===== config.mk =====
export PLATFORM = sky130hd
export DESIGN_NAME = alu_issue_queue
export DESIGN_NICKNAME = d
export VERILOG_FILES = /design/src/rtl/alu_issue_queue.sv
export SDC_FILE = /design/constraint.sdc
export NUM_CORES = 1
export LEC_CHECK = 0
export ABC_AREA = 1
export CORE_ASPECT_RATIO = 0.6
export CORE_MARGIN = 4
export CORE_UTILIZATION = 59
export CTS_BUF_LIST = sky130_fd_sc_hd__clkbuf_4
export CTS_CLUSTER_SIZE = 8
export DETAILED_ROUTE_END_ITERATION = 8
export PLACE_DENSITY = 0.95
export REMOVE_ABC_BUFFERS = 1
export SETUP_SLACK_MARGIN = 0.2
export SYNTH_ARGS = -nofsm -noshare
export SYNTH_HDL_FRONTEND = slang
export SYNTH_SLANG_ARGS = --single-unit

===== constraint.sdc =====
create_clock -name clk -period 5.2 [get_ports clk]
set_input_delay 1.04 -clock clk [delete_from_list [all_inputs] [get_ports clk]]
set_output_delay 1.04 -clock clk [all_outputs]
set_load 0.005 [all_outputs]

===== src/rtl/alu_issue_queue.sv =====
// alu_issue_queue: in-order request FIFO feeding a combinational ALU, with a registered result slot.
// Optional statistics counters are enabled with ALU_ISSUE_STATS_EN.
module alu_issue_queue #(
    parameter int DATA_W = 8,
    parameter int OP_W   = 3,
    parameter int DEPTH  = 4
) (
    input  logic              clk,
    input  logic              rst,
    input  logic              flush,
    input  logic              in_valid,
    output logic              in_ready,
    input  logic [DATA_W-1:0] in_a,
    input  logic [DATA_W-1:0] in_b,
    input  logic [OP_W-1:0]   in_op,
    output logic [DATA_W-1:0] alu_a,
    output logic [DATA_W-1:0] alu_b,
    output logic [OP_W-1:0]   alu_op,
    input  logic [DATA_W-1:0] alu_out,
    output logic              res_valid,
    input  logic              res_ready,
    output logic [DATA_W-1:0] res_data,
    output logic [OP_W-1:0]   res_op
`ifdef ALU_ISSUE_STATS_EN
    ,
    output logic [15:0]       ops_done,
    output logic [15:0]       stall_cycles
`endif
);
    localparam int PW = $clog2(DEPTH);
    localparam int CW = $clog2(DEPTH + 1);
    localparam logic [CW-1:0] FULL = CW'(DEPTH);

    logic [DATA_W-1:0] a_mem_q [DEPTH];
    logic [DATA_W-1:0] b_mem_q [DEPTH];
    logic [OP_W-1:0]   op_mem_q [DEPTH];
    logic [CW-1:0]     count_q, count_d;
    logic [PW-1:0]     wr_ptr_q, wr_ptr_d, rd_ptr_q, rd_ptr_d;
    logic              res_valid_q, res_valid_d;
    logic [DATA_W-1:0] res_data_q, res_data_d;
    logic [OP_W-1:0]   res_op_q, res_op_d;
    logic              has_head, push, load;

    // Handshakes, queue bookkeeping and result-slot update; flush overrides normal flow.
    always_comb begin
        has_head    = count_q != '0;
        in_ready    = !rst && !flush && (count_q < FULL);
        push        = in_valid && in_ready;
        load        = !flush && has_head && (!res_valid_q || res_ready);
        count_d     = flush ? '0 : count_q + CW'(push) - CW'(load);
        wr_ptr_d    = flush ? '0 : wr_ptr_q + PW'(push);
        rd_ptr_d    = flush ? '0 : rd_ptr_q + PW'(load);
        res_valid_d = flush ? 1'b0 : load ? 1'b1 : res_valid_q && !res_ready;
        res_data_d  = load ? alu_out : res_data_q;
        res_op_d    = load ? op_mem_q[rd_ptr_q] : res_op_q;
        alu_a       = has_head ? a_mem_q[rd_ptr_q] : '0;
        alu_b       = has_head ? b_mem_q[rd_ptr_q] : '0;
        alu_op      = has_head ? op_mem_q[rd_ptr_q] : '0;
    end

    // Request storage; push is already blocked during reset and flush.
    always_ff @(posedge clk) begin
        if (push) begin
            a_mem_q[wr_ptr_q]  <= in_a;
            b_mem_q[wr_ptr_q]  <= in_b;
            op_mem_q[wr_ptr_q] <= in_op;
        end
    end

    // Control state and result register.
    always_ff @(posedge clk) begin
        if (rst) begin
            count_q     <= '0;
            wr_ptr_q    <= '0;
            rd_ptr_q    <= '0;
            res_valid_q <= 1'b0;
            res_data_q  <= '0;
            res_op_q    <= '0;
        end else begin
            count_q     <= count_d;
            wr_ptr_q    <= wr_ptr_d;
            rd_ptr_q    <= rd_ptr_d;
            res_valid_q <= res_valid_d;
            res_data_q  <= res_data_d;
            res_op_q    <= res_op_d;
        end
    end

    assign res_valid = res_valid_q;
    assign res_data  = res_data_q;
    assign res_op    = res_op_q;

`ifdef ALU_ISSUE_STATS_EN
    logic [15:0] ops_done_q, ops_done_d, stall_cycles_q, stall_cycles_d;

    // Completed handshakes (a flush voids the concurrent one) and stalled request cycles.
    always_comb begin
        ops_done_d     = ops_done_q + 16'(res_valid_q && res_ready && !flush);
        stall_cycles_d = stall_cycles_q + 16'(in_valid && !in_ready);
    end

    // Statistics survive flush; only reset clears them.
    always_ff @(posedge clk) begin
        if (rst) begin
            ops_done_q     <= '0;
            stall_cycles_q <= '0;
        end else begin
            ops_done_q     <= ops_done_d;
            stall_cycles_q <= stall_cycles_d;
        end
    end

    assign ops_done     = ops_done_q;
    assign stall_cycles = stall_cycles_q;
`endif
endmodule


# --- After elaboration in Yosys (flattened, before gate mapping) ---
# Memories as Yosys holds them, arrays and structs flattened. A register that Yosys moved wholly into a read port is not among the register bits.
# Index checks and enable logic that the tools add are counted.
op_classes:
  reduce_logical: 13
  add_sub_neg: 4
  n_mux: 9
  magnitude_cmp: 1
op_table:
  columns: ["op", "n"]
  rows:
  - ["two-way mux 8 bit", 2]
  - ["logical AND 1 bit", 6]
  - ["two-way mux 2 bit", 3]
  - ["adder 2 x 1 -> 2 bit", 2]
  - ["zero test 1 bit", 4]
  - ["adder 3 x 1 -> 3 bit", 1]
  - ["< comparator 3 bit, second input constant", 1]
  - ["two-way mux 1 bit", 3]
  - ["two-way mux 3 bit", 1]
  - ["nonzero test 3 bit", 1]
  - ["subtractor 3 x 1 -> 3 bit", 1]
  - ["OR reduction 2 bit", 1]
  - ["logical OR 1 bit", 1]
totals:
  ram_bits: 76
  n_memories: 3
  ff_bits: 19
  output_inout_bits: 32
memory_table:
  columns: ["name", "depth", "word_bits", "read_ports", "rd_clocked_by_memory_dff", "write_ports", "line_no", "rtl"]
  rows:
  - ["a_mem_q", 4, 8, 1, 1, 1, "34", "logic [DATA_W-1:0] a_mem_q [DEPTH];"]
  - ["b_mem_q", 4, 8, 1, 1, 1, "35", "logic [DATA_W-1:0] b_mem_q [DEPTH];"]
  - ["op_mem_q", 4, 3, 1, 1, 1, "36", "logic [OP_W-1:0] op_mem_q [DEPTH];"]

# --- Logic depth before layout (Yosys ltp) ---
depth:
  depth_word: 6
  depth_mapped: 12
  depth_no_buf: 12

# --- Least setup slack after synthesis ---
# Ideal clock, no wire load.
synth_timing:
  path_type: "input-to-reg"
  start: "input flush"
  end: "memory a_mem_q[0][0] (enable)"
  setup_ns: 0.419
  setup_slack_ns: 2.001
  arrival_ns: 2.780
  t_required_ns: 4.781
  stages: 5
  path_cell_list: "nor2_2 -> inv_2 -> nor2_4 -> nand2_2 -> nor3_1"
synth_via:
  elab_chain_len: 6
synth_rtl:
  columns: ["element", "line_no", "rtl"]
  rows:
  - ["start, declared", "10", "input logic flush,"]
  - ["zero test 1 bit", "47", "in_ready = !rst && !flush && (count_q < FULL);"]
  - ["logical AND 1 bit (2 in series)", "47", null]
  - ["via in_ready", "12", "output logic in_ready,"]
  - ["logical AND 1 bit", "48", "push = in_valid && in_ready;"]
  - ["two-way mux 1 bit", "63", "if (push) begin"]
  - ["two-way mux 1 bit (implied by the code)", "64", "a_mem_q[wr_ptr_q] <= in_a;"]
  - ["end, declared", "34", null]
# The timed path passes the listed nets, and every way through them passes these cells.

# --- Worst setup path after layout ---
layout_timing:
  start: "input flush"
  end: "output in_ready"
layout_via:
  elab_chain_len: 3
layout_rtl:
  columns: ["element", "line_no"]
  rows:
  - ["zero test 1 bit", "47"]
  - ["logical AND 1 bit (2 in series)", "47"]
  - ["end, declared", "12"]
# Every way passes these cells.

==> summary.md <==
| Metric | Value |
|---|---|
| Final antenna-violating net count | 0 |
| Status | finished, final reports clean |
| Yosys warns | 0 |
| Vias per inst | around 5.5 |
| Core Area | about 6300 µm² |
| Most frequent cell after synthesis | nor2_1 |
| Worst reg-to-reg setup slack | 2.90 ns |
| Mapped Avg Cell Area | roughly 11 µm² |
| Final setup vio count | 0 |
| Total track usage | a little over a fifth |
| Die H | about 71 µm |
| Ant. Diodes | 0 |
| Worst-Margin Slew | 0.622 ns |
| DR iter-0 viols | approximately 210 |
| Vias in the first global route | 2782 |
| Routed WL per cell | 16.6 µm |
| Layout overhead on the synthesized area | 20.8% |
| PostCTS Resize Cnt | 0 |
| Cell Pwr Density | 277 nW/µm² |
| Residual DRC | 0 |
| Type of the worst setup path | in2out |
| Hold_buf cts | 0 |
| R2R cell count | 11 |
| Min-Delay Path Class | reg2reg |
| Required @ worst endpoint | 4.16 ns |
| Post-Route Utilization | 75.3% |
| Register area share after synthesis | 68.1% |
| Syn Std Cell Area | a little under 4000 µm² |
| Hold Crit Start | res_data[5]$_SDFFE_PP0P_ |
| Initial Utilization | 62.3% |
| Clock Latency Late Sink | around 0.44 ns |
| CTS Sinks | 95 |
| Total gr overflow | 0 |
| CP startpoint kind | input pin |
| Routability congestion estimate | between 0.7 and 0.8 |
| Synth cell types | 27 |
| DRT Pass-1 Iters | 5 |
| Maximum net fanout on the critical path | 7 |
| Total wire length | ~8400 µm |
| Crit. End Element | output port |
| FFs w/ async S/R, synth | 0% |
| Clk buf depth | 2 |
| Layout cells sized above 1 | approximately 9.7% |
| Arrival time worst endpoint | between 2 and 2.5 ns |
| Slew headroom | between 50 and 60% |
| Post-synth EDFFs | between 70 and 80 |
| Leakage | around 1.7 nW |
| Area share of the largest cell type after synthesis | roughly 58% |
| Number of filler cells placed in the layout | 406 |
| H-tree depth | 3 |
| FF+latch count, synth | between 90 and 100 |
| Top cells by instance count after synthesis | nor2_1 (86), edfxtp_1 (76), nand2_1 (29), inv_1 (28), a21oi_1 (25) |
| Gate count after technology mapping | 354 |
| TNS Setup | 0 ns |
| Fmax | approximately 0.29 GHz |
| Synth area leader | edfxtp_1 |
| Hold Path Depth | 2 |
| First-pass GRT wire length | 13500 µm |
| Largest net degree at the start of global routing | 40 |
| CTS tree | built |
| Top FF cell, synth | edfxtp_1 |
| Num CTS Buffers | 9 |
| Reg2Reg Launch Point | res_valid$_SDFF_PP0_ |
| Final Skew | 0.0172 ns |
| Fin. max-slew vios | 0 |
| Fin crit share | 66.6% |
| # nets final | 456 |
| Hpwl dp | 5640 µm |
| Die Area | about 8000 µm² |
| Post-route minimum period | 3.46 ns |
| RSZ-0062 raised after global routing | false |
| Post-CTS Setup Repair Bufs | 0 |
| # port buffers | 63 |
| Initial antenna violation count | 0 |
| Die span in x | 113 µm |
| Worst-path clk slew | ~0.12 ns |
| Reg2reg end | count_q[2]$_SDFF_PP0_ |
| Final Hold Viols | 0 |
| Vias | 2773 |
| CTS Root Cell | clkbuf_4 |
| Worst VDD drop | 0.146 mV |
| Row cnt | 22 |
| Worst hold path endpoint | res_data[5]$_SDFFE_PP0P_ |
| Max-Cap Viols | 0 |
| Top cells by area, synth | edfxtp_1 (58%), dfxtp_1 (9.7%), nor2_1 (8.3%) |
| Io pins | 64 |
layout by cell type (no fill, tap or decap):
| cell | count |
|---|---|
| nand2_1 | 29 |
| and2_1 | 1 |
| a21oi_4 | 1 |
| dfxtp_1 | 19 |
| nor2_1 | 86 |
| a21oi_2 | 2 |
| o21ai_0 | 13 |
| o21ai_1 | 21 |
| nor2_2 | 2 |
| clkdlybuf4s50_1 | 63 |
| clkinv_2 | 2 |
| nor3_2 | 4 |
| a21oi_1 | 25 |
| nor2_4 | 1 |
| ha_1 | 4 |
| nand2_4 | 1 |
| xnor2_1 | 3 |
| nand3_1 | 6 |
| inv_1 | 28 |
| nand3b_1 | 8 |
| clkbuf_4 | 14 |
| inv_2 | 6 |
| edfxtp_1 | 76 |
| buf_4 | 6 |
| nand2_2 | 2 |
| fa_1 | 1 |
registers in the layout, summed over array words and instances, names as in the netlist:
register,cells
b_mem_q,32
res_op,3
a_mem_q,32
rd_ptr_q,2
op_mem_q,12
wr_ptr_q,2
count_q,3
res_valid,1
res_data,8
worst max-delay path by stage:
stage | from | end | slack, ns | cells past startpoint
after floorplan | flush | a_mem_q[0][0]$_DFFE_PP_ | 2.00 | 5
after global placement | flush | in_ready | 1.77 | 5
after detailed placement | res_ready | count_q[2]$_SDFF_PP0_ | 1.73 | 13
after CTS | flush | in_ready | 1.73 | 5
after global routing | rd_ptr_q[0]$_SDFF_PP0_ | alu_a[6] | 1.63 | 6
final | flush | in_ready | 1.74 | 5
final cells by class:
class | count | area, µm² | share of cell area [%]
clock buffer | 14 | 105 | 2.22
clock inverter | 2 | 10.0 | 0.212
tap | 84 | 105 | 2.22
timing repair buffer | 69 | 676 | 14.3
sequential | 95 | 2660 | 56.3
multi-input combinational | 210 | 1040 | 22.0
inverter | 34 | 128 | 2.70
stage by stage:
stage / cell area, µm² / worst slack (ns) / total power, mW / hold slack, ns / instances
2_1_floorplan: 3810 / 2.00 / 0.904 / 0.475 / 339
6_report: 4730 / 1.74 / 1.31 / 0.502 / 508
4_1_cts: 4730 / 1.73 / 1.31 / 0.502 / 508
3_3_place_gp: 4610 / 1.77 / 0.973 / 0.466 / 492
3_5_place_dp: 4610 / 1.73 / 0.979 / 0.475 / 492
5_1_grt: 4730 / 1.63 / 1.36 / 0.540 / 508
cells by family after synthesis:
| family | Yosys count | share of synthesized area, % |
|---|---|---|
| xor+xnor | 3 | 0.672 |
| simple gates | 140 | 15.2 |
| fa+ha+maj | 5 | 1.79 |
| compound gates | 62 | 8.41 |
| buf+inv | 49 | 5.85 |
| flops | 95 | 68.1 |
worst max-delay path: stages:
cell             delay [ns]
clkdlybuf4s50_1        0.49
nor2_2                 0.19
inv_2                  0.10
nor2_4                 0.10
clkdlybuf4s50_1        0.50
metal layers:
layer	track usage, %	vias to the layer above	share of wire, %
met5	0	-	0
met3	6.75	16	7.8
met4	6.80	0	1.7
li1	-	1320	-
met2	35.4	114	48
met1	28.5	1323	42
power breakdown:
group	internal, mW	switching (mW)
Clock	0.125	0.220
Sequential	0.831	0.00639
Combinational	0.0625	0.0620
Total	1.02	0.289
Power figures use the tool's default switching activity.
